===== config.mk =====
export PLATFORM = sky130hd
export DESIGN_NAME = rob_multiport
export DESIGN_NICKNAME = d
export VERILOG_FILES = /design/src/rtl/rob_pkg.sv /design/src/rtl/rob_ptr_add.sv /design/src/rtl/rob_multiport.sv
export SDC_FILE = /design/constraint.sdc
export NUM_CORES = 1
export LEC_CHECK = 0
export ABC_AREA = 0
export CORE_ASPECT_RATIO = 0.8
export CORE_UTILIZATION = 42
export CTS_BUF_LIST = sky130_fd_sc_hd__clkbuf_4
export DETAILED_ROUTE_END_ITERATION = 8
export PLACE_DENSITY = 0.72
export SYNTH_ARGS = -nofsm -noshare
export SYNTH_HDL_FRONTEND = slang
export SYNTH_SLANG_ARGS = --single-unit

===== constraint.sdc =====
create_clock -name clk -period 5.82 [get_ports clk]
set_input_delay 1.164 -clock clk [delete_from_list [all_inputs] [get_ports clk]]
set_output_delay 1.164 -clock clk [all_outputs]
set_load 0.01 [all_outputs]

===== src/rtl/rob_pkg.sv =====
// Shared definitions for the multi-issue reorder buffer: index helpers and payload field map.
package rob_pkg;

   // Payload field layout within one ROB entry
   localparam int unsigned DEST_LSB  = 0;
   localparam int unsigned DEST_W    = 6;
   localparam int unsigned RRF_LSB   = DEST_LSB + DEST_W;
   localparam int unsigned RRF_W     = 7;
   localparam int unsigned PC_LSB    = RRF_LSB + RRF_W;
   localparam int unsigned PC_W      = 32;
   localparam int unsigned FLAGS_LSB = PC_LSB + PC_W;
   localparam int unsigned FLAGS_W   = 6;

   // Index width for n entries; never less than one bit
   function automatic int unsigned clog2(input int unsigned n);
      int unsigned r;
      r = 1;
      for (int i = 1; i < 32; i++) begin
         if ((32'd1 << i) < n) r = i + 1;
      end
      return r;
   endfunction

   // Modulo-size increment; sizes need not be a power of two
   function automatic int unsigned wrap_add(input int unsigned idx, input int unsigned inc,
                                            input int unsigned size);
      return (idx + inc) % size;
   endfunction

endpackage


===== src/rtl/rob_ptr_add.sv =====
// Produces LANES consecutive ROB indices starting at base, wrapping modulo SIZE.
module rob_ptr_add
   import rob_pkg::*;
#(
   parameter int unsigned SIZE  = 7,
   parameter int unsigned TAG_W = 3,
   parameter int unsigned LANES = 2
) (
   input  logic [TAG_W-1:0]       base,
   output logic [LANES*TAG_W-1:0] idx
);

   for (genvar i = 0; i < LANES; i++) begin : g_lane
      assign idx[i*TAG_W +: TAG_W] = TAG_W'(wrap_add(32'(base), 32'(i), SIZE));
   end

endmodule


===== src/rtl/rob_multiport.sv =====
// N-wide dispatch, M-wide completion, K-wide in-order commit reorder buffer of arbitrary depth.
module rob_multiport
   import rob_pkg::*;
#(
   parameter int unsigned ROB_SIZE = 7,
   parameter int unsigned ENTRY_W  = 51,
   parameter int unsigned DISP_W   = 2,
   parameter int unsigned CPL_W    = 2,
   parameter int unsigned COMMIT_W = 2,
   parameter int unsigned TAG_W    = clog2(ROB_SIZE)
) (
   input  logic                        clk,
   input  logic                        reset,
   input  logic                        stall,
   input  logic                        flush,
   input  logic [DISP_W-1:0]           disp_valid,
   input  logic [DISP_W*ENTRY_W-1:0]   disp_data,
   output logic [DISP_W-1:0]           disp_ready,
   output logic [DISP_W*TAG_W-1:0]     disp_tag,
   input  logic [CPL_W-1:0]            cpl_valid,
   input  logic [CPL_W*TAG_W-1:0]      cpl_tag,
   output logic [COMMIT_W-1:0]         commit_valid,
   output logic [COMMIT_W*ENTRY_W-1:0] commit_data,
   output logic [COMMIT_W*TAG_W-1:0]   commit_tag,
   output logic [TAG_W:0]              count,
   output logic                        empty,
   output logic                        full
);

   localparam int unsigned CNT_W = TAG_W + 1;

   logic [TAG_W-1:0]           head;
   logic [TAG_W-1:0]           tail;
   logic [ROB_SIZE-1:0]        valid;
   logic [ROB_SIZE-1:0]        done;
   logic [ENTRY_W-1:0]         mem [ROB_SIZE];
   logic [DISP_W*TAG_W-1:0]    tail_idx;
   logic [COMMIT_W*TAG_W-1:0]  head_idx;
   logic [DISP_W-1:0]          accept;
   logic [CNT_W-1:0]           free_slots;
   logic [CNT_W-1:0]           n_acc;
   logic [CNT_W-1:0]           n_ret;
   logic                       chain;

   rob_ptr_add #(.SIZE(ROB_SIZE), .TAG_W(TAG_W), .LANES(DISP_W)) u_tail_add (
      .base (tail),
      .idx  (tail_idx)
   );

   rob_ptr_add #(.SIZE(ROB_SIZE), .TAG_W(TAG_W), .LANES(COMMIT_W)) u_head_add (
      .base (head),
      .idx  (head_idx)
   );

   assign empty = (count == '0);
   assign full  = (count == CNT_W'(ROB_SIZE));

   // Dispatch handshake: lane i fits when more than i slots are free at the start of the cycle
   always_comb begin
      disp_ready = '0;
      accept     = '0;
      n_acc      = '0;
      free_slots = CNT_W'(ROB_SIZE) - count;
      disp_tag   = tail_idx;
      for (int unsigned i = 0; i < DISP_W; i++) begin
         disp_ready[i] = !stall && !flush && (32'(free_slots) > i);
         accept[i]     = disp_valid[i] && disp_ready[i];
         n_acc         = n_acc + CNT_W'(accept[i]);
      end
   end

   // Commit: contiguous run of done entries from head; an unfinished entry blocks younger ones
   always_comb begin
      commit_valid = '0;
      commit_data  = '0;
      commit_tag   = '0;
      n_ret        = '0;
      chain        = !stall && !flush && !reset;
      for (int unsigned j = 0; j < COMMIT_W; j++) begin
         chain = chain && valid[head_idx[j*TAG_W +: TAG_W]] && done[head_idx[j*TAG_W +: TAG_W]]
                 && (32'(count) > j);
         commit_valid[j]                   = chain;
         commit_tag[j*TAG_W +: TAG_W]      = head_idx[j*TAG_W +: TAG_W];
         commit_data[j*ENTRY_W +: ENTRY_W] = mem[head_idx[j*TAG_W +: TAG_W]];
         n_ret = n_ret + CNT_W'(chain);
      end
   end

   // Pointer, occupancy and per-entry status update; completions land even while stalled
   always_ff @(posedge clk) begin
      if (reset || flush) begin
         head  <= '0;
         tail  <= '0;
         count <= '0;
         valid <= '0;
         done  <= '0;
      end else begin
         for (int unsigned p = 0; p < CPL_W; p++) begin
            if (cpl_valid[p] && (32'(cpl_tag[p*TAG_W +: TAG_W]) < ROB_SIZE)
                && valid[cpl_tag[p*TAG_W +: TAG_W]]) begin
               done[cpl_tag[p*TAG_W +: TAG_W]] <= 1'b1;
            end
         end
         for (int unsigned j = 0; j < COMMIT_W; j++) begin
            if (commit_valid[j]) begin
               valid[head_idx[j*TAG_W +: TAG_W]] <= 1'b0;
               done[head_idx[j*TAG_W +: TAG_W]]  <= 1'b0;
            end
         end
         for (int unsigned i = 0; i < DISP_W; i++) begin
            if (accept[i]) begin
               valid[tail_idx[i*TAG_W +: TAG_W]] <= 1'b1;
               done[tail_idx[i*TAG_W +: TAG_W]]  <= 1'b0;
            end
         end
         head  <= TAG_W'(wrap_add(32'(head), 32'(n_ret), ROB_SIZE));
         tail  <= TAG_W'(wrap_add(32'(tail), 32'(n_acc), ROB_SIZE));
         count <= count + n_acc - n_ret;
      end
   end

   // Payload RAM write for accepted lanes; contents survive reset
   always_ff @(posedge clk) begin
      if (!reset) begin
         for (int unsigned i = 0; i < DISP_W; i++) begin
            if (accept[i]) mem[tail_idx[i*TAG_W +: TAG_W]] <= disp_data[i*ENTRY_W +: ENTRY_W];
         end
      end
   end

endmodule


==> reports/results.txt, run 1 <==
Final setup skew: 0.0447 ns
Max clock buf depth: 3
Proportion of layout cells with a drive suffix above 1: 24.1%
Peak Freq: 176 MHz
Hold Buf Count CTS: 0
Final global-route overflow total: 0
Setup Viol. Count Final: 0
Post-synthesis to final-layout area growth: 20.1%
Startpoint-to-endpoint class of the critical path: reg2out
Post-synthesis register bit count: 381
Number of sinks handled by clock tree synthesis: 381
Final routed wire length divided by cell count: 26.2 um
Hold Vio Cnt, Final: 0
LEAKAGE: 9.75 nW
Antenna Violating Nets Remaining: 0
Part of the cycle the worst path needs: 97.9%
Initial Util: 42.8%
Worst setup slack after placement: 0.0885 ns
Hold Path Depth: 1
Routability congestion estimate: 0.870
FF-to-FF path depth: 22
Kind of end point of the critical path: primary output
Final setup slack of the worst path: 0.124 ns
Post-layout util: 51.4%
Worst endpoint data arrival time: 4.53 ns
Antenna violations before repair: 7
Cell area after synthesis: 23200 um2
Most instantiated flip-flop cell in the synthesis netlist: sky130_fd_sc_hd__edfxtp_1
Number of cells produced by synthesis: 2100
Row cnt: 76
Critical Path Source: head[1]
Unrepaired setup endpoints after global routing: yes
Post-CTS clock slew at the launch and capture registers of the worst setup and hold paths: 0.07 ns
Mean cell area of the mapped netlist: 11.0 um2
Final-report max-slew violation count: 0
DR vias/cell: 6.27
Final Cell Area: 27800 um2
Count of buffers inserted at the top-level ports: 239
Post-detailed-placement half-perimeter wirelength: 46.1 mm
Horizontal extent of the die: 265 um
Power density over cell area: 209 nW/um2
Syn nets: 2253
Highest ir drop seen on vdd: 0.129 mV
Max-cap viol count: 0
Hold path startpoint: valid[1]
Count of filler cells inserted in the layout: 4550
Synth warnings: 0
Number of synthesized flops with an enable pin: 357
Total CTS buffers: 100
Pin count of the biggest net entering global routing: 114
Clock network latency to the later pin of the worst-skew pair: 0.87 ns
Final Routed Wirelength: 81.9 mm
Final critical path time including I/O delays and setup: 5.70 ns
Die Footprint: 56100 um2
Die H: 212 um
GRT Overall Usage: 28.5%
Via count of the first global-routing pass: 19500
Wire length of the first global-routing pass: 119 mm
End point of the worst hold path: valid[1]
Sequential cell area fraction in the yosys report: 48.4%
Worst-case register-to-register setup slack: 0.49 ns
Cell types occupying the most area after synthesis: sky130_fd_sc_hd__edfxtp_1 46%, sky130_fd_sc_hd__mux2_2 15%, sky130_fd_sc_hd__nand2_1 6.5%
Nets@finish: 2500
Share of the synthesized area in the top cell type: 46.3%
Origin of the critical flop-to-flop path: head[1]
Status: complete, no violations
Worst min-delay path category: reg2reg
R2r endpoint: head[2]
DR DRC count: 0
Rel. slew slack: 10.3%
Clock tree from TritonCTS: yes
Worst Max-Slew Pin Slew: 1.34 ns
Async set-reset flop share out of synthesis: 0%
Total placed instance area: 26400 um2
IO Pins: 240
Largest fanout of any net on the critical path: 21
Largest area contributor in the netlist: sky130_fd_sc_hd__edfxtp_1
Initial DRC count: 2635
CTS Root Cell: sky130_fd_sc_hd__clkbuf_4
Worst Path Required: 4.66 ns
Core Box Area: 54100 um2
CTS H-Tree Depth: 3
Crit path launch type: register
Final Hold Slack: 0.508 ns
DR vias: 19600
DR pass1 iterations: 6
Distinct cell type count after synthesis: 80
Yosys cell counts (17+ instances only):
library cell	n
sky130_fd_sc_hd__buf_1	18
sky130_fd_sc_hd__o21ai_0	81
sky130_fd_sc_hd__a222oi_1	30
sky130_fd_sc_hd__a31oi_1	17
sky130_fd_sc_hd__nand3_1	106
sky130_fd_sc_hd__mux2_2	308
sky130_fd_sc_hd__dfxtp_1	24
sky130_fd_sc_hd__ha_1	33
sky130_fd_sc_hd__inv_1	36
sky130_fd_sc_hd__edfxtp_1	357
sky130_fd_sc_hd__o211ai_1	51
sky130_fd_sc_hd__mux2i_1	63
sky130_fd_sc_hd__o22a_1	23
sky130_fd_sc_hd__buf_6	25
sky130_fd_sc_hd__nand2_1	401
sky130_fd_sc_hd__a21oi_1	134
sky130_fd_sc_hd__mux2_1	51
sky130_fd_sc_hd__nor2_1	42
sky130_fd_sc_hd__clkbuf_1	92
worst max-delay path by stage:
stage / slack (ns) / to / depth (start not counted)
2_1_floorplan: 0.23 / mem[1][0] / 13
3_3_place_gp: 0.21 / head[1] / 18
3_5_place_dp: 0.09 / head[1] / 18
4_1_cts: 0.01 / commit_data[37] / 9
5_1_grt: -0.007 / commit_data[77] / 13
6_report: 0.12 / commit_data[77] / 13
cell type report:
cell class                      instances  area (um2)  area share (%)
Sequential cell                       381       11200            40.3
Inverter                               40         156           0.562
Clock buffer                          139        1040            3.75
Tap cell                              702         878            3.16
Clock inverter                         33         199           0.715
Antenna cell                            4        10.0          0.0360
Timing Repair Buffer                  296        3050            11.0
Multi-Input combinational cell       1528       11300            40.5
cells in the final DEF, fill, tap and decap left out, types with 21 or more instances in the layout:
cell                              instances
sky130_fd_sc_hd__mux2i_1                 63
sky130_fd_sc_hd__a222oi_1                30
sky130_fd_sc_hd__clkinv_1                23
sky130_fd_sc_hd__clkdlybuf4s50_1        238
sky130_fd_sc_hd__buf_4                   37
sky130_fd_sc_hd__nor2_1                  29
sky130_fd_sc_hd__ha_1                    30
sky130_fd_sc_hd__edfxtp_1               357
sky130_fd_sc_hd__clkbuf_4               139
sky130_fd_sc_hd__o21ai_0                 75
sky130_fd_sc_hd__nand3_1                105
sky130_fd_sc_hd__inv_1                   33
sky130_fd_sc_hd__a21oi_1                133
sky130_fd_sc_hd__dfxtp_1                 21
sky130_fd_sc_hd__mux2_2                 308
sky130_fd_sc_hd__nand2_1                397
sky130_fd_sc_hd__o22a_1                  23
sky130_fd_sc_hd__o211ai_1                51
sky130_fd_sc_hd__mux2_1                  51
cell families after synthesis:
| family | share of synthesized area, % |
|---|---|
| buf+inv | 4.09 |
| xor+xnor | 0.703 |
| mux | 20.3 |
| simple gates | 11.8 |
| fa+ha+maj | 2.13 |
| flops | 48.4 |
| compound gates | 12.6 |
flip-flops by register name, summed over array words and instances, names as in the netlist:
signal / cells
count: 4
done: 7
tail: 3
mem: 357
valid: 7
head: 3
per-stage QoR:
step / std cells / setup TNS (ns) / total power [mW]
3_5_place_dp: 2944 / 0 / 3.49
4_1_cts: 3117 / 0 / 5.82
2_1_floorplan: 2100 / 0 / 3.28
5_1_grt: 3123 / -0.0125 / 5.98
6_report: 3123 / 0 / 5.80
3_3_place_gp: 2944 / 0 / 3.48
worst max-delay path, stage by stage (launching register included):
cell                              delay [ns]
sky130_fd_sc_hd__dfxtp_4                0.42
sky130_fd_sc_hd__ha_1                   0.21
sky130_fd_sc_hd__inv_1                  0.07
sky130_fd_sc_hd__ha_4                   0.30
sky130_fd_sc_hd__nand2b_1               0.14
sky130_fd_sc_hd__nand2_4                0.29
sky130_fd_sc_hd__clkinv_2               0.17
sky130_fd_sc_hd__buf_4                  0.27
sky130_fd_sc_hd__nor2_4                 0.29
sky130_fd_sc_hd__buf_4                  0.36
sky130_fd_sc_hd__a221oi_1               0.14
sky130_fd_sc_hd__a21oi_1                0.16
sky130_fd_sc_hd__a221o_1                0.25
sky130_fd_sc_hd__clkdlybuf4s50_1        0.59
what timing repair did:
action	in CTS	in global routing
setup buffers	1	1
gates resized for setup	12	21
gates cloned	0	1
pin swaps	1	3
endpoints found under the setup margin	34	38
layer usage:
metal | vias up | wire length [um] | GRT usage (%)
met1 | 9539 | 32000 | 37.3
li1 | 8515 | - | -
met5 | - | 51 | 0
met2 | 1257 | 37400 | 45.6
met3 | 260 | 9160 | 5.85
met4 | 8 | 3310 | 12.8
where the power goes:
part | internal [mW] | switching, mW
sequential | 3.02 | 0.0114
combinational | 0.222 | 0.194
clock | 1.19 | 1.17
total | 4.43 | 1.37
Power figures use the tool's default switching activity.
==> run 2: changes to the inputs <==
--- a/config.mk
+++ b/config.mk
@@ -6,11 +6,11 @@
 export NUM_CORES = 1
 export LEC_CHECK = 0
 export ABC_AREA = 0
-export CORE_ASPECT_RATIO = 0.8
+export CORE_ASPECT_RATIO = 1.4
 export CORE_UTILIZATION = 42
 export CTS_BUF_LIST = sky130_fd_sc_hd__clkbuf_4
 export DETAILED_ROUTE_END_ITERATION = 8
-export PLACE_DENSITY = 0.72
+export PLACE_DENSITY = 0.7
 export SYNTH_ARGS = -nofsm -noshare
 export SYNTH_HDL_FRONTEND = slang
 export SYNTH_SLANG_ARGS = --single-unit
==> constraint.sdc (replaced) <==
create_clock -name clk -period 5.5 [get_ports clk]
set_input_delay 1.1 -clock clk [delete_from_list [all_inputs] [get_ports clk]]
set_output_delay 1.1 -clock clk [all_outputs]
set_load 0.01 [all_outputs]
==> reports/results.txt, run 2 (synthesis gave the netlist of run 1 again) <==
Status: complete, no violations (unchanged)
Final critical path time including I/O delays and setup: 5.34 ns
Final Cell Area: 28000 um2 (was 27800 um2)
Max-cap viol count: 0 (unchanged)
Worst Path Required: 4.40 ns (was 4.66 ns)
Net load switching power: 1.46 mW (was 1.37 mW)
Nets@finish: 2519 (was 2500)
Antenna violations before repair: 14 (was 7)
DR pass1 iterations: 9 (was 6)
Logic pwr share: 7.2% (about the same)
Crit path launch type: register (unchanged)
Power density over cell area: 219 nW/um2 (was 209 nW/um2)
Peak Freq: 187 MHz
Total placed instance area: 26500 um2 (was 26400 um2)
Part of the cycle the worst path needs: 97.0%
GRT Overall Usage: 29.4% (was 28.5%)
Worst endpoint data arrival time: 4.24 ns (was 4.53 ns)
Final Routed Wirelength: 84.2 mm (was 81.9 mm)
Hold Vio Cnt, Final: 0 (unchanged)
DR DRC count: 0 (unchanged)
Startpoint-to-endpoint class of the critical path: reg2out (unchanged)
Final global-route overflow total: 0 (unchanged)
Post-CTS clock slew at the launch and capture registers of the worst setup and hold paths: 0.06 ns (was 0.07 ns)
Post-synthesis to final-layout area growth: 20.8% (was 20.1%)
Largest fanout of any net on the critical path: 53 (was 21)
Sw frac: 23.8% (was 23.7%)
Antenna Violating Nets Remaining: 0 (unchanged)
Total CTS buffers: 98 (was 100)
Horizontal extent of the die: 200 um (was 265 um)
Final-report max-slew violation count: 0 (unchanged)
CTS Root Cell: sky130_fd_sc_hd__clkbuf_4 (unchanged)
Initial Util: 42.6% (was 42.8%)
CTS H-Tree Depth: 3 (unchanged)
Cell-internal power: 4.67 mW (was 4.43 mW)
Final routed wire length divided by cell count: 26.5 um (was 26.2 um)
Max clock buf depth: 3 (unchanged)
Setup Total Neg Slack: 0 ns (unchanged)
Pin count of the biggest net entering global routing: 129 (was 114)
Proportion of layout cells with a drive suffix above 1: 24.8% (was 24.1%)
Setup Viol. Count Final: 0 (unchanged)
DR vias/cell: 6.23 (was 6.27)
Most common cell after layout, fill and taps aside: sky130_fd_sc_hd__nand2_1 (unchanged)
Routability congestion estimate: 0.903 (was 0.870)
Initial DRC count: 1846 (was 2635)
Kind of end point of the critical path: primary output (unchanged)
IO Pins: 240 (unchanged)
Wire length of the first global-routing pass: 123 mm (was 119 mm)
Post-detailed-placement half-perimeter wirelength: 50.4 mm (was 46.1 mm)
Clock tree from TritonCTS: yes (unchanged)
Die Footprint: 56100 um2 (about the same)
Proportion of power drawn by flip-flops and latches: 52.3% (was 52.2%)
Via count of the first global-routing pass: 19900 (was 19500)
Core Box Area: 54300 um2 (was 54100 um2)
Die H: 280 um (was 212 um)
Rel. slew slack: 38.7% (was 10.3%)
LEAKAGE: 9.86 nW (was 9.75 nW)
Worst min-delay path category: reg2reg (unchanged)
Clock network latency to the later pin of the worst-skew pair: 0.85 ns (was 0.87 ns)
Hold Buf Count CTS: 0 (unchanged)
Highest ir drop seen on vdd: 0.124 mV (was 0.129 mV)
Number of sinks handled by clock tree synthesis: 381 (unchanged)
Worst Max-Slew Pin Slew: 0.918 ns (was 1.34 ns)
Number of flip-flops under the largest register name: 357 (unchanged)
Unrepaired setup endpoints after global routing: no (was yes)
DR vias: 19800 (was 19600)
Leading cell types in the layout, fill and taps excluded: 398 x sky130_fd_sc_hd__nand2_1, 357 x sky130_fd_sc_hd__edfxtp_1, 308 x sky130_fd_sc_hd__mux2_2 (was 397 x sky130_fd_sc_hd__nand2_1, 357 x sky130_fd_sc_hd__edfxtp_1, 308 x sky130_fd_sc_hd__mux2_2)
Part of the power in the clock network: 40.5% (was 40.6%)
Row cnt: 101 (was 76)
Final setup skew: 0.0401 ns (was 0.0447 ns)
Count of buffers inserted at the top-level ports: 239 (unchanged)
Overall power consumption: 6.13 mW (was 5.80 mW)
-- run 2: changes by cell type in the layout (fill, tap and decap cells not counted), sizes merged --
cell / change
diode: +6
clkdlybuf4s50: -1
bufinv: -1
nor2: +1
clkbuf: +4
clkinv: +11
dlymetal6s2s: -1
buf: +20
a31oi: -1
dlygate4sd2: +2
-- run 2: through the flow --
stage | instances | hold slack (ns) | worst slack [ns] | util [%]
final | 3182 | 0.513 | 0.163 | 51.5
after global placement | 2980 | 0.494 | 0.233 | 48.7
after global routing | 3182 | 0.524 | 0.00688 | 51.5
after detailed placement | 2980 | 0.501 | 0.114 | 48.7
after CTS | 3171 | 0.512 | 0.00651 | 51.3
after floorplan | 2100 | 0.470 | 0.0916 | -
-- run 2: what timing repair did --
action	4_1_cts	5_1_grt
pin swaps	5	2
gates resized for setup	27	15
endpoints found under the hold margin	0	0
buffers inserted	5	1
endpoints found under the setup margin	61	50
gates cloned	1	0
-- run 2: path summary, 6_finish.rpt --
path / start / endpoint / slack, ns / cells after the start
worst min-delay path: valid[1] / valid[1] / 0.51 / 1
worst max-delay path: head[1] / commit_data[49] / 0.16 / 10
worst max register to register: head[1] / head[1] / 0.27 / 22
worst min register to register: valid[1] / valid[1] / 0.51 / 1
-- run 2: final cells by class --
| type | count | area, um2 |
|---|---|---|
| diodes | 10 | 25.0 |
| clock buffers | 142 | 1070 |
| clock inverters | 43 | 206 |
| fillers | 4841 | 26400 |
| inverters | 40 | 159 |
| multi-input cells | 1528 | 11300 |
| flip-flops and latches | 381 | 11200 |
| well taps | 721 | 902 |
| repair buffers | 317 | 3130 |
-- run 2: routing by layer --
| metal | wire length, um | GRT usage [%] | vias to the layer above |
|---|---|---|---|
| met2 | 41500 | 50.2 | 1237 |
| li1 | - | - | 8558 |
| met4 | 5550 | 21.3 | 8 |
| met1 | 29300 | 32.7 | 9694 |
| met5 | 51 | 0 | - |
| met3 | 7790 | 5.87 | 332 |
-- run 2: power by group through the flow --
stage	clock (mW)	sequential (mW)	combinational (mW)
after floorplan	0	3.26	0.205
after global placement	0	3.27	0.419
after detailed placement	0	3.27	0.434
after CTS	2.52	3.20	0.438
after global routing	2.67	3.20	0.471
final	2.48	3.20	0.441
-- run 2: critical path, cell delays in order, from the launching register on --
cell and delay, ns:
sky130_fd_sc_hd__dfxtp_2 0.38, sky130_fd_sc_hd__ha_1 0.19, sky130_fd_sc_hd__ha_1 0.40, sky130_fd_sc_hd__xnor2_4 0.19, sky130_fd_sc_hd__inv_4 0.29, sky130_fd_sc_hd__clkbuf_8 0.47
sky130_fd_sc_hd__nand2_1 0.13, sky130_fd_sc_hd__buf_4 0.29, sky130_fd_sc_hd__o22a_1 0.25, sky130_fd_sc_hd__o21ai_0 0.17, sky130_fd_sc_hd__clkdlybuf4s50_1 0.62
